$ cat config.mk
export PLATFORM = sky130hd
export DESIGN_NAME = reg_write_arbiter_flat
export DESIGN_NICKNAME = d
export VERILOG_FILES = /design/src/rtl/reg_write_arbiter_pkg.sv /design/src/rtl/reg_write_arbiter_if.sv /design/src/rtl/reg_write_arbiter_flip_flop.sv /design/src/rtl/reg_write_arbiter.sv /design/src/flat_wrapper.sv
export SDC_FILE = /design/constraint.sdc
export NUM_CORES = 1
export LEC_CHECK = 0
export CAP_MARGIN = 20
export CORE_MARGIN = 2
export CORE_UTILIZATION = 35
export DETAILED_ROUTE_END_ITERATION = 16
export GPL_TIMING_DRIVEN = 0
export PLACE_DENSITY = 0.84
export SETUP_SLACK_MARGIN = 0.02
export SYNTH_ARGS = -nofsm -noshare
export SYNTH_HDL_FRONTEND = slang
export SYNTH_SLANG_ARGS = --single-unit
$ cat constraint.sdc
create_clock -name clk -period 7.2 [get_ports clk]
set_input_delay 2.16 -clock clk [delete_from_list [all_inputs] [get_ports clk]]
set_output_delay 2.16 -clock clk [all_outputs]
set_load 0.02 [all_outputs]
$ cat src/rtl/reg_write_arbiter_pkg.sv
// Shared types and defaults for the register write arbiter.
package reg_write_arbiter_pkg;

  // Default geometry: four requesters sharing a 16-bit status/config word.
  localparam int unsigned DefNumReq  = 4;
  localparam int unsigned DefWidth   = 16;
  localparam int unsigned DefMaxLock = 4;

  // Arbiter states: IDLE arbitrates round-robin, LOCKED holds the current owner.
  typedef enum logic {
    StIdle   = 1'b0,
    StLocked = 1'b1
  } arb_state_e;

  // Index width for a set of n items, never narrower than one bit.
  function automatic int unsigned idx_width(input int unsigned n);
    return (n > 1) ? $clog2(n) : 1;
  endfunction

endpackage

$ cat src/rtl/reg_write_arbiter_if.sv
// Requester-side bus of the register write arbiter.
interface reg_write_arbiter_if
  import reg_write_arbiter_pkg::*;
#(
  parameter int unsigned NUM_REQ = DefNumReq,
  parameter int unsigned WIDTH   = DefWidth
) ();

  localparam int unsigned OwnerW = idx_width(NUM_REQ);

  logic [NUM_REQ-1:0]       req;
  logic [NUM_REQ-1:0]       lock;
  logic [NUM_REQ*WIDTH-1:0] wdata;
  logic [NUM_REQ-1:0]       grant;
  logic [OwnerW-1:0]        owner;
  logic [WIDTH-1:0]         q;
  logic                     q_valid;

  // Requesters drive requests and data and observe grants and the register.
  modport master (
    output req, lock, wdata,
    input  grant, owner, q, q_valid
  );

  // The arbiter consumes requests and presents grants and the register.
  modport slave (
    input  req, lock, wdata,
    output grant, owner, q, q_valid
  );

endinterface

$ cat src/rtl/reg_write_arbiter_flip_flop.sv
// Single enable-gated storage bit; the shared register is a row of these.
module reg_write_arbiter_flip_flop (
  input  logic clk,
  input  logic enable,
  input  logic d,
  output logic q
);

  // Capture d only when enabled, otherwise hold.
  always_ff @(posedge clk) begin
    if (enable) begin
      q <= d;
    end
  end

endmodule

$ cat src/rtl/reg_write_arbiter.sv
// Round-robin arbiter with capped lock bursts guarding one shared register.
module reg_write_arbiter
  import reg_write_arbiter_pkg::*;
#(
  parameter int unsigned NUM_REQ  = DefNumReq,
  parameter int unsigned WIDTH    = DefWidth,
  parameter int unsigned MAX_LOCK = DefMaxLock
) (
  input logic                  clk,
  input logic                  reset,
  reg_write_arbiter_if.slave   bus
);

  localparam int unsigned PtrW = idx_width(NUM_REQ);
  localparam int unsigned CntW = $clog2(MAX_LOCK + 1);
  localparam logic [CntW-1:0] CntMax  = CntW'(MAX_LOCK);
  localparam logic [PtrW-1:0] LastIdx = PtrW'(NUM_REQ - 1);

  arb_state_e          state_q, state_d;
  logic [PtrW-1:0]     ptr_q, ptr_d;
  logic [PtrW-1:0]     owner_q, owner_d;
  logic [CntW-1:0]     cnt_q, cnt_d;
  logic                q_valid_q, q_valid_d;
  logic [NUM_REQ-1:0]  grant;
  logic [NUM_REQ-1:0]  rr_mask;
  logic                rr_found;
  logic [PtrW-1:0]     rr_idx;
  logic [PtrW-1:0]     cand;
  logic [WIDTH-1:0]    wsel;
  logic [WIDTH-1:0]    ff_d;
  logic [WIDTH-1:0]    ff_q;
  logic                ff_en;

  // The locked owner is excluded from the search once its burst is exhausted.
  assign rr_mask = (state_q == StLocked) ? (NUM_REQ'(1) << owner_q) : '0;

  // Round-robin search: first unmasked request starting at ptr, wrapping.
  always_comb begin
    rr_found = 1'b0;
    rr_idx   = '0;
    cand     = '0;
    for (int unsigned k = 0; k < NUM_REQ; k++) begin
      cand = PtrW'((32'(ptr_q) + k) % NUM_REQ);
      if (!rr_found && bus.req[cand] && !rr_mask[cand]) begin
        rr_found = 1'b1;
        rr_idx   = cand;
      end
    end
  end

  // Next-state, grant and bookkeeping; reset low suppresses every grant.
  always_comb begin
    state_d   = state_q;
    ptr_d     = ptr_q;
    owner_d   = owner_q;
    cnt_d     = cnt_q;
    grant     = '0;
    if (!reset) begin
      state_d = StIdle;
    end else if (state_q == StLocked && cnt_q != CntMax) begin
      // Burst still has budget: only the owner can be served.
      if (bus.req[owner_q]) begin
        grant[owner_q] = 1'b1;
        if (bus.lock[owner_q]) begin
          cnt_d = cnt_q + CntW'(1);
        end else begin
          state_d = StIdle;
          cnt_d   = '0;
        end
      end else begin
        state_d = StIdle;
        cnt_d   = '0;
      end
    end else if (rr_found) begin
      // Idle, or a capped burst falling back to round-robin from ptr.
      grant[rr_idx] = 1'b1;
      owner_d       = rr_idx;
      ptr_d         = (rr_idx == LastIdx) ? '0 : rr_idx + PtrW'(1);
      if (bus.lock[rr_idx]) begin
        state_d = StLocked;
        cnt_d   = CntW'(1);
      end else begin
        state_d = StIdle;
        cnt_d   = '0;
      end
    end else begin
      state_d = StIdle;
      cnt_d   = '0;
    end
    q_valid_d = q_valid_q | (|grant);
  end

  // Arbiter state registers with synchronous active-low reset.
  always_ff @(posedge clk) begin
    if (!reset) begin
      state_q   <= StIdle;
      ptr_q     <= '0;
      owner_q   <= '0;
      cnt_q     <= '0;
      q_valid_q <= 1'b0;
    end else begin
      state_q   <= state_d;
      ptr_q     <= ptr_d;
      owner_q   <= owner_d;
      cnt_q     <= cnt_d;
      q_valid_q <= q_valid_d;
    end
  end

  // Grant is one-hot, so OR-ing the gated lanes selects the winner's data.
  always_comb begin
    wsel = '0;
    for (int unsigned i = 0; i < NUM_REQ; i++) begin
      if (grant[i]) begin
        wsel = wsel | bus.wdata[i*WIDTH +: WIDTH];
      end
    end
  end

  // Reset forces a write of zero; otherwise write only on a grant.
  assign ff_en = !reset | (|grant);
  assign ff_d  = reset ? wsel : '0;

  for (genvar b = 0; b < WIDTH; b++) begin : g_bits
    reg_write_arbiter_flip_flop u_bit (
      .clk    (clk),
      .enable (ff_en),
      .d      (ff_d[b]),
      .q      (ff_q[b])
    );
  end

  assign bus.grant   = grant;
  assign bus.owner   = owner_q;
  assign bus.q       = ff_q;
  assign bus.q_valid = q_valid_q;

endmodule

$ cat src/flat_wrapper.sv
// flat-port wrapper written by rule: the top's interface ports become plain ports
module reg_write_arbiter_flat import reg_write_arbiter_pkg::*;
#(
  parameter int unsigned NUM_REQ  = DefNumReq,
  parameter int unsigned WIDTH    = DefWidth,
  parameter int unsigned MAX_LOCK = DefMaxLock
)
  (clk, reset, bus_req, bus_lock, bus_wdata, bus_grant, bus_owner, bus_q, bus_q_valid);
  reg_write_arbiter_if #(.NUM_REQ(NUM_REQ), .WIDTH(WIDTH)) bus_i ();
  input logic clk;
  input logic reset;
  input wire logic [$bits(bus_i.req)-1:0] bus_req;
  input wire logic [$bits(bus_i.lock)-1:0] bus_lock;
  input wire logic [$bits(bus_i.wdata)-1:0] bus_wdata;
  output wire logic [$bits(bus_i.grant)-1:0] bus_grant;
  output wire logic [$bits(bus_i.owner)-1:0] bus_owner;
  output wire logic [$bits(bus_i.q)-1:0] bus_q;
  output wire logic [$bits(bus_i.q_valid)-1:0] bus_q_valid;
  assign bus_i.req = bus_req;
  assign bus_i.lock = bus_lock;
  assign bus_i.wdata = bus_wdata;
  assign bus_grant = bus_i.grant;
  assign bus_owner = bus_i.owner;
  assign bus_q = bus_i.q;
  assign bus_q_valid = bus_i.q_valid;
  reg_write_arbiter #(.NUM_REQ(NUM_REQ), .WIDTH(WIDTH), .MAX_LOCK(MAX_LOCK)) u_core (.clk(clk), .reset(reset), .bus(bus_i));
endmodule
==> flow_summary.json <==
{
  "status": "complete, no violations",
  "dieArea_sq_um": 5820,
  "max_freq_mhz": 145,
  "endpoint_kind": "output port",
  "syn_nets": 264,
  "hold_buffers": 0,
  "final_antenna_net_count": 0,
  "yosys_warnings": 0,
  "crit_arrival_ps": 4720,
  "cap_violations": 0,
  "clk_pin_slew_worst_paths_ps": 90,
  "ys_async_sr_fraction": 0,
  "layout.nets": 364,
  "portBuffers": 96,
  "postRouteWirelength_um": 5470,
  "ios": 97,
  "setup_violations": 0,
  "ff2ff_setup_slack_ps": 3670,
  "ys_ff_latch": 25,
  "drv_slew": 0,
  "hold_viol": 0,
  "yosysSeqAreaShare": 0.361,
  "highest_layer": "met4",
  "die_h_um": 76.3,
  "rows": 26,
  "gp_congestion": 0.801,
  "clockBufferDepth": 2,
  "htreeDepth": 1,
  "yosysUniqueCellTypes": 42,
  "fin_area_sq_um": 2930,
  "cts-root-buf": "clkbuf_8",
  "worst-setup-path-type": "input port to output port",
  "rsz0062_at_grt": "no",
  "layout-drive-gt1-share": 0.159,
  "post-synth-top-count-cell": "a22oi_1",
  "synth_area_leaders": "edfxtp_1 26%, a22oi_1 13%, dfxtp_1 9.8%",
  "timing.final.ws_setup_ps": 324,
  "die_w_um": 76.3,
  "placedCellCount": 350,
  "syn_to_final_growth_pct": 60.2,
  "avgViaCountPerCell": 5.04,
  "max_slew_margin": 0.515,
  "firstDrtPassIters": 4,
  "place_hpwl_um": 4220,
  "start_kind": "input port",
  "grt_pass1_wl_um": 8700,
  "vias": 1780,
  "critical_path.startpoint": "bus_req[0]",
  "initial_core_util": 0.361,
  "powerDensity_nw_per_um2": 368,
  "synth_common_cells": "32 x a22oi_1, 22 x nand2_1, 21 x buf_4, 16 x edfxtp_1, 9 x dfxtp_1",
  "fin_util": 0.578,
  "cts_tree": "built",
  "insertedDiodeCount": 0,
  "grt_pass1_vias": 1703,
  "grtUsageTotal": 0.186,
  "min_period_ps": 6880,
  "first_iter_violations": 118,
  "post-route-period-util": 0.955,
  "netlist_area_sq_um": 1830,
  "required_ps": 5040,
  "pre_cts_slack_ps": -204,
  "antenna_found_initial": 0,
  "syn_avg_cell_area_sq_um": 9.95,
  "synth_edf_count": 16,
  "max_slew.worst_pin.slew_ps": 726,
  "grt_start_max_net_pins": 17,
  "synth_top_cell_by_area": "edfxtp_1",
  "wl_met1_um": 2340,
  "leakage_uw": 0.00122,
  "yosysTopAreaCellShare": 0.262,
  "wl_met2_um": 2840,
  "place_area_sq_um": 2880,
  "grt_overflow": 0,
  "min_path_type": "register to register",
  "synthFlopType": "edfxtp_1",
  "remaining_drc_errors": 0,
  "clkLatencyLatePin_ps": 270,
  "wl_met3_um": 237,
  "irDropWorstVdd_uv": 163,
  "worstPathMaxFanout": 10,
  "reg2reg_from": "u_core.bus.owner[0]",
  "core_area_sq_um": 5070,
  "cts_sinks": 25,
  "fin_skew_ps": 1.50,
  "netlist_instances": 184,
  "min-delay-start": "u_core.bus.q_valid",
  "cts_buffers": 3,
  "instances_no_fill": 353,
  "wl_per_cell_um": 15.5,
  "hold_ws_ps": 455
}
==> cell usage in the layout, fill, tap and decap left out, drive strengths merged, types with 3 or more instances in the layout <==
master,count
a21oi,8
a22oi,32
a32o,4
and3,3
buf,27
clkbuf,4
clkdlybuf4s50,89
dfxtp,9
dlygate4sd2,4
dlymetal6s2s,3
edfxtp,16
ha,6
inv,8
mux2,3
mux2i,6
nand2,22
nor2,3
nor2b,4
==> worst paths after layout <==
path                                            endpoint  cells past startpoint
worst max-delay path                        bus_grant[1]                     11
worst min-delay path                  u_core.bus.q_valid                      2
worst max register to register  u_core.g_bits[3].u_bit.q                     12
worst min register to register        u_core.bus.q_valid                      2
==> flip-flops by register name, summed over array words and instances, names as in the netlist <==
register,cells
u_core.bus.owner,2
u_core.cnt_q,3
u_core.g_bits.u_bit.q,16
u_core.ptr_q,2
u_core.state_q,1
u_core.bus.q_valid,1
==> logic make-up after synthesis <==
logic type / share of synthesized area
XOR/XNOR: 0.0185
flip-flops: 0.361
multiplexers: 0.0554
adder cells (fa/ha/maj): 0.0410
buffers and inverters: 0.144
AO/OA/AOI/OAI: 0.265
AND/OR/NAND/NOR: 0.115
==> repair_timing <==
action,4_1_cts,5_1_grt
setup endpoints to repair,4,4
resized for setup,5,5
buffers inserted,0,0
==> critical path: stages <==
cell,delay (ps)
dlygate4sd2_1,370
mux2i_1,150
a21oi_1,220
o21bai_1,150
o221a_2,200
o21a_2,210
ha_1,180
a32o_1,140
buf_6,150
buf_6,160
clkdlybuf4s50_1,610
==> power breakdown <==
group,switching [uW],internal [uW]
combinational,368,355
clock,46.7,38.8
sequential,27.5,245
total,443,638
==> cell type report <==
| cell class | instances | area (sq um) |
|---|---|---|
| multi-input combinational | 122 | 915 |
| timing repair buffer | 96 | 963 |
| sequential | 25 | 661 |
| buffer | 28 | 230 |
| inverter | 8 | 30.0 |
| tap | 70 | 87.6 |
| fill | 465 | 2140 |
| clock inverter | 1 | 5.00 |
| clock buffer | 3 | 41.3 |
==> per-layer routing <==
layer	track usage	vias to the layer above
li1	-	878
met1	0.240	848
met3	0.0415	7
met5	0	-
met4	0.0400	0
met2	0.319	47
==> per-stage QoR <==
step	total power (uW)	setup TNS, ps
after CTS	1080	0
after detailed placement	1000	-464
after global placement	979	-324
after global routing	1160	0
after floorplan	753	0
final	1080	0
(Power assumes the default switching activity.)
